[config.mk]
export PLATFORM = sky130hd
export DESIGN_NAME = sr_latch_bank
export DESIGN_NICKNAME = d
export VERILOG_FILES = /design/src/rtl/sr_latch_bank.sv
export SDC_FILE = /design/constraint.sdc
export NUM_CORES = 1
export LEC_CHECK = 0
export ABC_AREA = 1
export BUFFER_PORTS_ARGS = -buffer_cell sky130_fd_sc_hd__buf_2
export CAP_MARGIN = 20
export CELL_PAD_IN_SITES_DETAIL_PLACEMENT = 0
export CELL_PAD_IN_SITES_GLOBAL_PLACEMENT = 1
export CORE_MARGIN = 3
export CORE_UTILIZATION = 49
export CTS_BUF_LIST = sky130_fd_sc_hd__clkbuf_4 sky130_fd_sc_hd__clkbuf_8
export DETAILED_ROUTE_END_ITERATION = 10
export PLACE_DENSITY_LB_ADDON = 0.05
export REMOVE_ABC_BUFFERS = 1
export SYNTH_ARGS = -nofsm -noshare
export SYNTH_HDL_FRONTEND = slang
export SYNTH_SLANG_ARGS = --single-unit
[constraint.sdc]
create_clock -name clock -period 2.95 [get_ports clock]
set_input_delay 0.4425 -clock clock [delete_from_list [all_inputs] [get_ports clock]]
set_output_delay 0.4425 -clock clock [all_outputs]
set_load 0.01 [all_outputs]
[src/rtl/sr_latch_bank.sv]
// Purpose : WIDTH independent clocked SR/JK flag channels with input glitch filtering,
//           configurable set=reset=1 resolution, sticky conflict flag and change strobe.
// Latency : FILT+1 rising edges from a stable input pair to q/qbar/changed/conflict.
// Backpressure: none; inputs are level samples and every output is a registered level/pulse.
//
// Ports:
//   clock          rising-edge clock for all state
//   reset_n        asynchronous active-low reset (q=RESET_Q, flags cleared)
//   set[W]         per-channel set request, active high
//   reset[W]       per-channel reset request, active high
//   clear_conflict per-channel write-1-to-clear for the conflict flag (unfiltered)
//   q / qbar       latched state and its registered complement
//   conflict       sticky: a qualified set=1/reset=1 pair was seen
//   changed        one-cycle pulse on the cycle q takes a new value

module sr_latch_bank #(
    parameter int              WIDTH   = 4,
    parameter int              FILT    = 2,
    parameter int              MODE    = 0,
    parameter logic [WIDTH-1:0] RESET_Q = {WIDTH{1'b0}}
) (
    input  logic             clock,
    input  logic             reset_n,
    input  logic [WIDTH-1:0] set,
    input  logic [WIDTH-1:0] reset,
    input  logic [WIDTH-1:0] clear_conflict,
    output logic [WIDTH-1:0] q,
    output logic [WIDTH-1:0] qbar,
    output logic [WIDTH-1:0] conflict,
    output logic [WIDTH-1:0] changed
);

    // FILT is at most 15, so a 4-bit count always fits.
    localparam logic [3:0] FILT_C  = 4'(FILT);
    localparam logic [3:0] FILT_M1 = 4'(FILT - 1);

    for (genvar i = 0; i < WIDTH; i++) begin : g_ch

        logic [1:0] w_p;
        logic [3:0] w_cnt_nxt;
        logic       w_fire_nxt;
        logic       w_q_nxt;
        logic       w_conf_set;
        logic       w_conf_nxt;

        // r_p    : last sampled {set,reset}; also the pair that acts when r_fire is high
        // r_cnt  : consecutive edges r_p has been seen, saturating at FILT
        // r_fire : r_p reached FILT on the previous edge and acts on this one
        logic [1:0] r_p;
        logic [3:0] r_cnt;
        logic       r_fire;
        logic       r_q;
        logic       r_qbar;
        logic       r_conf;
        logic       r_chg;

        assign w_p = {set[i], reset[i]};

        // Qualification filter. A new pair restarts the count at 1; a repeated
        // pair advances it. The fire strobe is raised only on the edge where the
        // count first reaches FILT, so a long hold acts exactly once and the
        // saturated count can never wrap into a second action.
        always_comb begin
            w_cnt_nxt  = 4'd1;
            w_fire_nxt = 1'b0;
            if (w_p == r_p) begin
                if (r_cnt != FILT_C) begin
                    w_cnt_nxt = r_cnt + 4'd1;
                end else begin
                    w_cnt_nxt = r_cnt;
                end
                w_fire_nxt = (r_cnt == FILT_M1);
            end else begin
                // With FILT=1 the first sample of a new pair already qualifies.
                w_fire_nxt = (FILT == 1);
            end
        end

        // Action on a qualified pair. 00 qualifying is a release with no effect.
        always_comb begin
            w_q_nxt    = r_q;
            w_conf_set = 1'b0;
            if (r_fire) begin
                case (r_p)
                    2'b10: w_q_nxt = 1'b1;
                    2'b01: w_q_nxt = 1'b0;
                    2'b11: begin
                        w_conf_set = 1'b1;
                        case (MODE)
                            0:       w_q_nxt = 1'b0;
                            1:       w_q_nxt = 1'b1;
                            2:       w_q_nxt = r_q;
                            default: w_q_nxt = ~r_q;
                        endcase
                    end
                    default: w_q_nxt = r_q;
                endcase
            end
        end

        // A conflict recorded on the same edge as a clear takes priority, so a
        // clear racing a fresh conflict never loses it.
        always_comb begin
            w_conf_nxt = r_conf;
            if (w_conf_set) begin
                w_conf_nxt = 1'b1;
            end else if (clear_conflict[i]) begin
                w_conf_nxt = 1'b0;
            end
        end

        always_ff @(posedge clock or negedge reset_n) begin
            if (!reset_n) begin
                // Filter restarts as "00 already qualified": nothing pending.
                r_p    <= 2'b00;
                r_cnt  <= FILT_C;
                r_fire <= 1'b0;
                r_q    <= RESET_Q[i];
                r_qbar <= ~RESET_Q[i];
                r_conf <= 1'b0;
                r_chg  <= 1'b0;
            end else begin
                r_p    <= w_p;
                r_cnt  <= w_cnt_nxt;
                r_fire <= w_fire_nxt;
                r_q    <= w_q_nxt;
                // Separate complement register keeps qbar glitch-free and
                // never equal to q, whatever the resolution mode does.
                r_qbar <= ~w_q_nxt;
                r_conf <= w_conf_nxt;
                r_chg  <= (w_q_nxt != r_q);
            end
        end

        assign q[i]        = r_q;
        assign qbar[i]     = r_qbar;
        assign conflict[i] = r_conf;
        assign changed[i]  = r_chg;

    end

endmodule

* After elaboration in Yosys (flattened, before gate mapping)
Cells that the tools add are included.
Word-level totals: flip-flop bits (word level) 44, input port bits 14, output and inout port bits 16, word-level logic and storage cells 112
Operators by class: $add $sub $neg 4, eq/ne operators 32, multiplexer cells 36, bitwise gates (word level) 4, reductions and logical operators 8
Operators with widths (number):
- $mux W4 | 8
- $mux W1 | 24
- $add A4 B1 Y4 const B | 4
- $eq A2 B2 Y1 const B | 8
- $eq A4 B1 Y1 const B | 4
- $ne A4 B2 Y1 const B | 4
- $eq A2 B1 Y1 const B | 4
- $eq A2 B2 Y1 | 4
- $ne A2 B1 Y1 const B | 4
- $pmux W1 S2 | 4
- $reduce_bool A2 Y1 | 4
- $reduce_or A2 Y1 | 4
- $ne A1 B1 Y1 | 4
- $not A1 Y1 | 4

* Logic depth before layout (Yosys ltp)
depth in word-level cells 5, gate-level depth with buffers 7, depth with buffers taken out 7

* Worst setup path before layout
Ideal clock, no wire load.
kind flip-flop to flip-flop, start point register g_ch[1].r_cnt[1], end point register g_ch[1].r_cnt[0], library setup time 116 ps, data arrival time 961 ps, data required time 2834 ps, setup slack 1873 ps, stages on the path, launching flop included 7, cells stage by stage dfstp_2 -> ha_1 -> nand2_2 -> inv_1 -> nand3_1 -> nand2_1 -> nand2_1
Between the ends: cells in the longest elaborated chain, start to end 2
RTL lines:
- start: declaration | line 50 | logic [3:0] r_cnt;
- start signal: assignment | line 124 | r_cnt <= w_cnt_nxt;
- $ne A4 B2 Y1 | line 67 | if (r_cnt != FILT_C) begin
- $ne A2 B1 Y1 (no line)
Every way passes these cells. A chain may end at the register's enable or synchronous reset.

* Worst setup path after layout
start point register g_ch[3].r_qbar, end point output port qbar[3]
RTL lines:
- start: declaration | line 53 | logic r_qbar;
- start signal: assignment | line 119 | r_qbar <= ~RESET_Q[i];
- start signal: assignment | line 129 | r_qbar <= ~w_q_nxt;
- end: declaration | line 28 | output logic [WIDTH-1:0] qbar,
No word-level cell between the ends.

==> metrics.cfg <==
[outcome]
outcome=finished, final reports clean

[routing]
dr.pass1.iters=5
vias=1381
drc=0
wl_mm=3.209
post_drt_wl_per_cell_microns=10.63
viasPerCell=4.573
drtIter0Drc=32
wl_met1_mm=1.508
wl_met3_microns=171
ant_nets=0
wl_met2_mm=1.507
dr.max_layer_used=met4

[timing]
rsz0062_at_grt=no
finalCriticalPeriod_ps=1375
fin_worst_skew_ps=5.269
tightest_slew_ps=930.9
whs_ps=282.8
slew_viol_final=0
clock.fmax_ghz=0.7271
finalHoldViolCount=0
setup_viol=0
fin_setup_tns_ps=0
slew_headroom_pct=37.94
period_share_pct=46.62

[critical_path]
cpPeakStageDelay_ps=530
cp_max_fo=1
worstSetupEndpointType=output pin
cp_num_buf_inv=1
crit_family=flip-flops
path_class=reg -> out
crit_chain=buf_2
crit_path_start_kind=register
cp-startpoint=g_ch[3].r_qbar
r2r_start=g_ch[1].r_cnt[1]
cpMaxStageDelayCell=dfstp_2
cp.required_ps=2510
worstPathArrival_ps=930

[floorplanning]
io_pins=30
die-area_sq_mm=0.005251
start_util_pct=52.23
core-area_sq_mm=0.004144
row_count=23
fp.dieH_microns=72.47
fp.dieW_microns=72.47

[global_route]
antenna_found_initial=0
grt_pass1_wl_mm=5.809
grt_max_degree=45
first_global_vias=1334
overflow=0
grt_use_total_pct=14.15

[synthesis]
synth.top_cells.by_count=nand2_1, inv_1, dfrtp_1, buf_4
netlist_area_sq_mm=0.002165
synth_top_area_cell=dfrtp_1
yosysSeqAreaShare_pct=51.33
synth-edff-count=0
ys.flop_type=dfrtp_1
synth_top_area_share_pct=41.62
synth_area_leaders=dfrtp_1, dfstp_2, nand2_1
syn_inst=232
synth_seq_cells=44
ys_warn_count=0
ys_types=18
async_flop_share_pct=100.0
synth_most_common_cell=nand2_1
avgSynthCellArea_sq_um=9.330

[placed_design]
post-place-cells=295
place_congestion=0.7333
dpl.hpwl_mm=2.401
portBuffers=29

[final_layout]
drive_gt1_share_pct=26.98
final_cells=302
syn2layout_area_growth_pct=7.804
nNetsFinal=278
n_antenna_cell=0
num-fill-cells=408

[clock_tree]
cts_resized=0
cts_tree=done
ctsHtreeMaxLevel=2
path_clk_slew_ps=70
clock_latency_ps=290
post_cts_buffers=0
ctsHoldBuffers=0
cts_made_buffers=5
cts_buffer_depth=2
cts_sinks=44
cts-root-buf=clkbuf_8

[power_and_ir_drop]
peakVddDrop_mv=0.3684
power_density_mw_per_mm2=704.6
leakage_uw=0.001272

[hold_path]
hold_class=in -> reg
holdCritStartpoint=set[3]

[job]
cap_violations=0

-- per-stage QoR --
stage | setup WS, ps | power (uW) | util (%) | instance area, sq um
6_report | 1575 | 1644 | 56.31 | 2333
5_1_grt | 1538 | 1780 | 56.31 | 2333
4_1_cts | 1559 | 1679 | 56.31 | 2333
3_5_place_dp | 1678 | 1317 | 54.35 | 2252
3_3_place_gp | 1671 | 1307 | 54.35 | 2252
2_1_floorplan | 1873 | 1151 | - | 2044
-- kinds of logic after synthesis --
kind of cell               share of synthesized area [%]
and+or+nand+nor                                    23.12
buffers and inverters                              12.60
DFF                                                51.33
xor gates and xnor gates                           4.855
adders and majority gates                          6.936
AOI/OAI and AO/OA                                  1.156
-- registers in the layout, summed over array words and instances (netlist names), named ones only --
| signal | flops |
|---|---|
| g_ch.r_cnt | 16 |
| g_ch.r_fire | 4 |
| g_ch.r_chg | 4 |
| g_ch.r_conf | 4 |
| g_ch.r_p | 8 |
| g_ch.r_qbar | 4 |
-- per-layer routing --
| metal | GRT usage (%) | vias to the layer above |
|---|---|---|
| met5 | 0 | - |
| met3 | 4.571 | 2 |
| met1 | 17.81 | 625 |
| met4 | 4.918 | 0 |
| met2 | 22.95 | 27 |
| li1 | - | 727 |
-- path summary, 6_finish.rpt --
kind,endpoint,slack (ps),cells past startpoint
setup / recovery,qbar[3],1570,1
setup reg to reg,g_ch[1].r_cnt[0],1790,6
hold / removal,g_ch[3].r_p[1],280,1
min in group asynchronous,g_ch[2].r_p[1],290,1
hold reg to reg,g_ch[2].r_chg,490,1
max in group asynchronous,g_ch[1].r_p[0],2090,1
-- placed cells by master, fill, tap and decap left out, types with 3 or more instances in the layout --
| master | n |
|---|---|
| nand3_2 | 5 |
| buf_2 | 29 |
| dfrtp_1 | 36 |
| nand2_2 | 11 |
| nand3_1 | 11 |
| dfstp_2 | 8 |
| xor2_1 | 8 |
| nor2_1 | 12 |
| clkinv_2 | 3 |
| xnor2_1 | 4 |
| clkbuf_8 | 5 |
| nand4_1 | 8 |
| nand2_1 | 52 |
| o22ai_1 | 4 |
| nor2_2 | 4 |
| ha_1 | 12 |
| inv_1 | 37 |
-- final cells by class --
cell class	instances	area [sq um]	area share, %
flip-flops and latches	44	1111	47.61
clock buffers	6	76.32	3.271
well taps	50	62.56	2.681
clock inverters	1	5.005	0.2145
inverters	40	152.6	6.542
repair buffers	29	145.1	6.220
multi-input cells	132	780.7	33.46
-- power by group --
group          internal, uW  total, uW  switching (uW)
combinational           181        433             251
sequential              762        860            97.4
clock                   170        352             182
total                  1110       1640             531
-- worst register-to-register path: cells and delay by family, from the launching register on --
family | cells | cell delay [ps]
adder cells (fa/ha/maj) | 1 | 160
buffers and inverters | 1 | 70
flip-flops | 1 | 570
AND/OR/NAND/NOR | 4 | 260
Note: power is estimated with default switching activity, not from simulation.
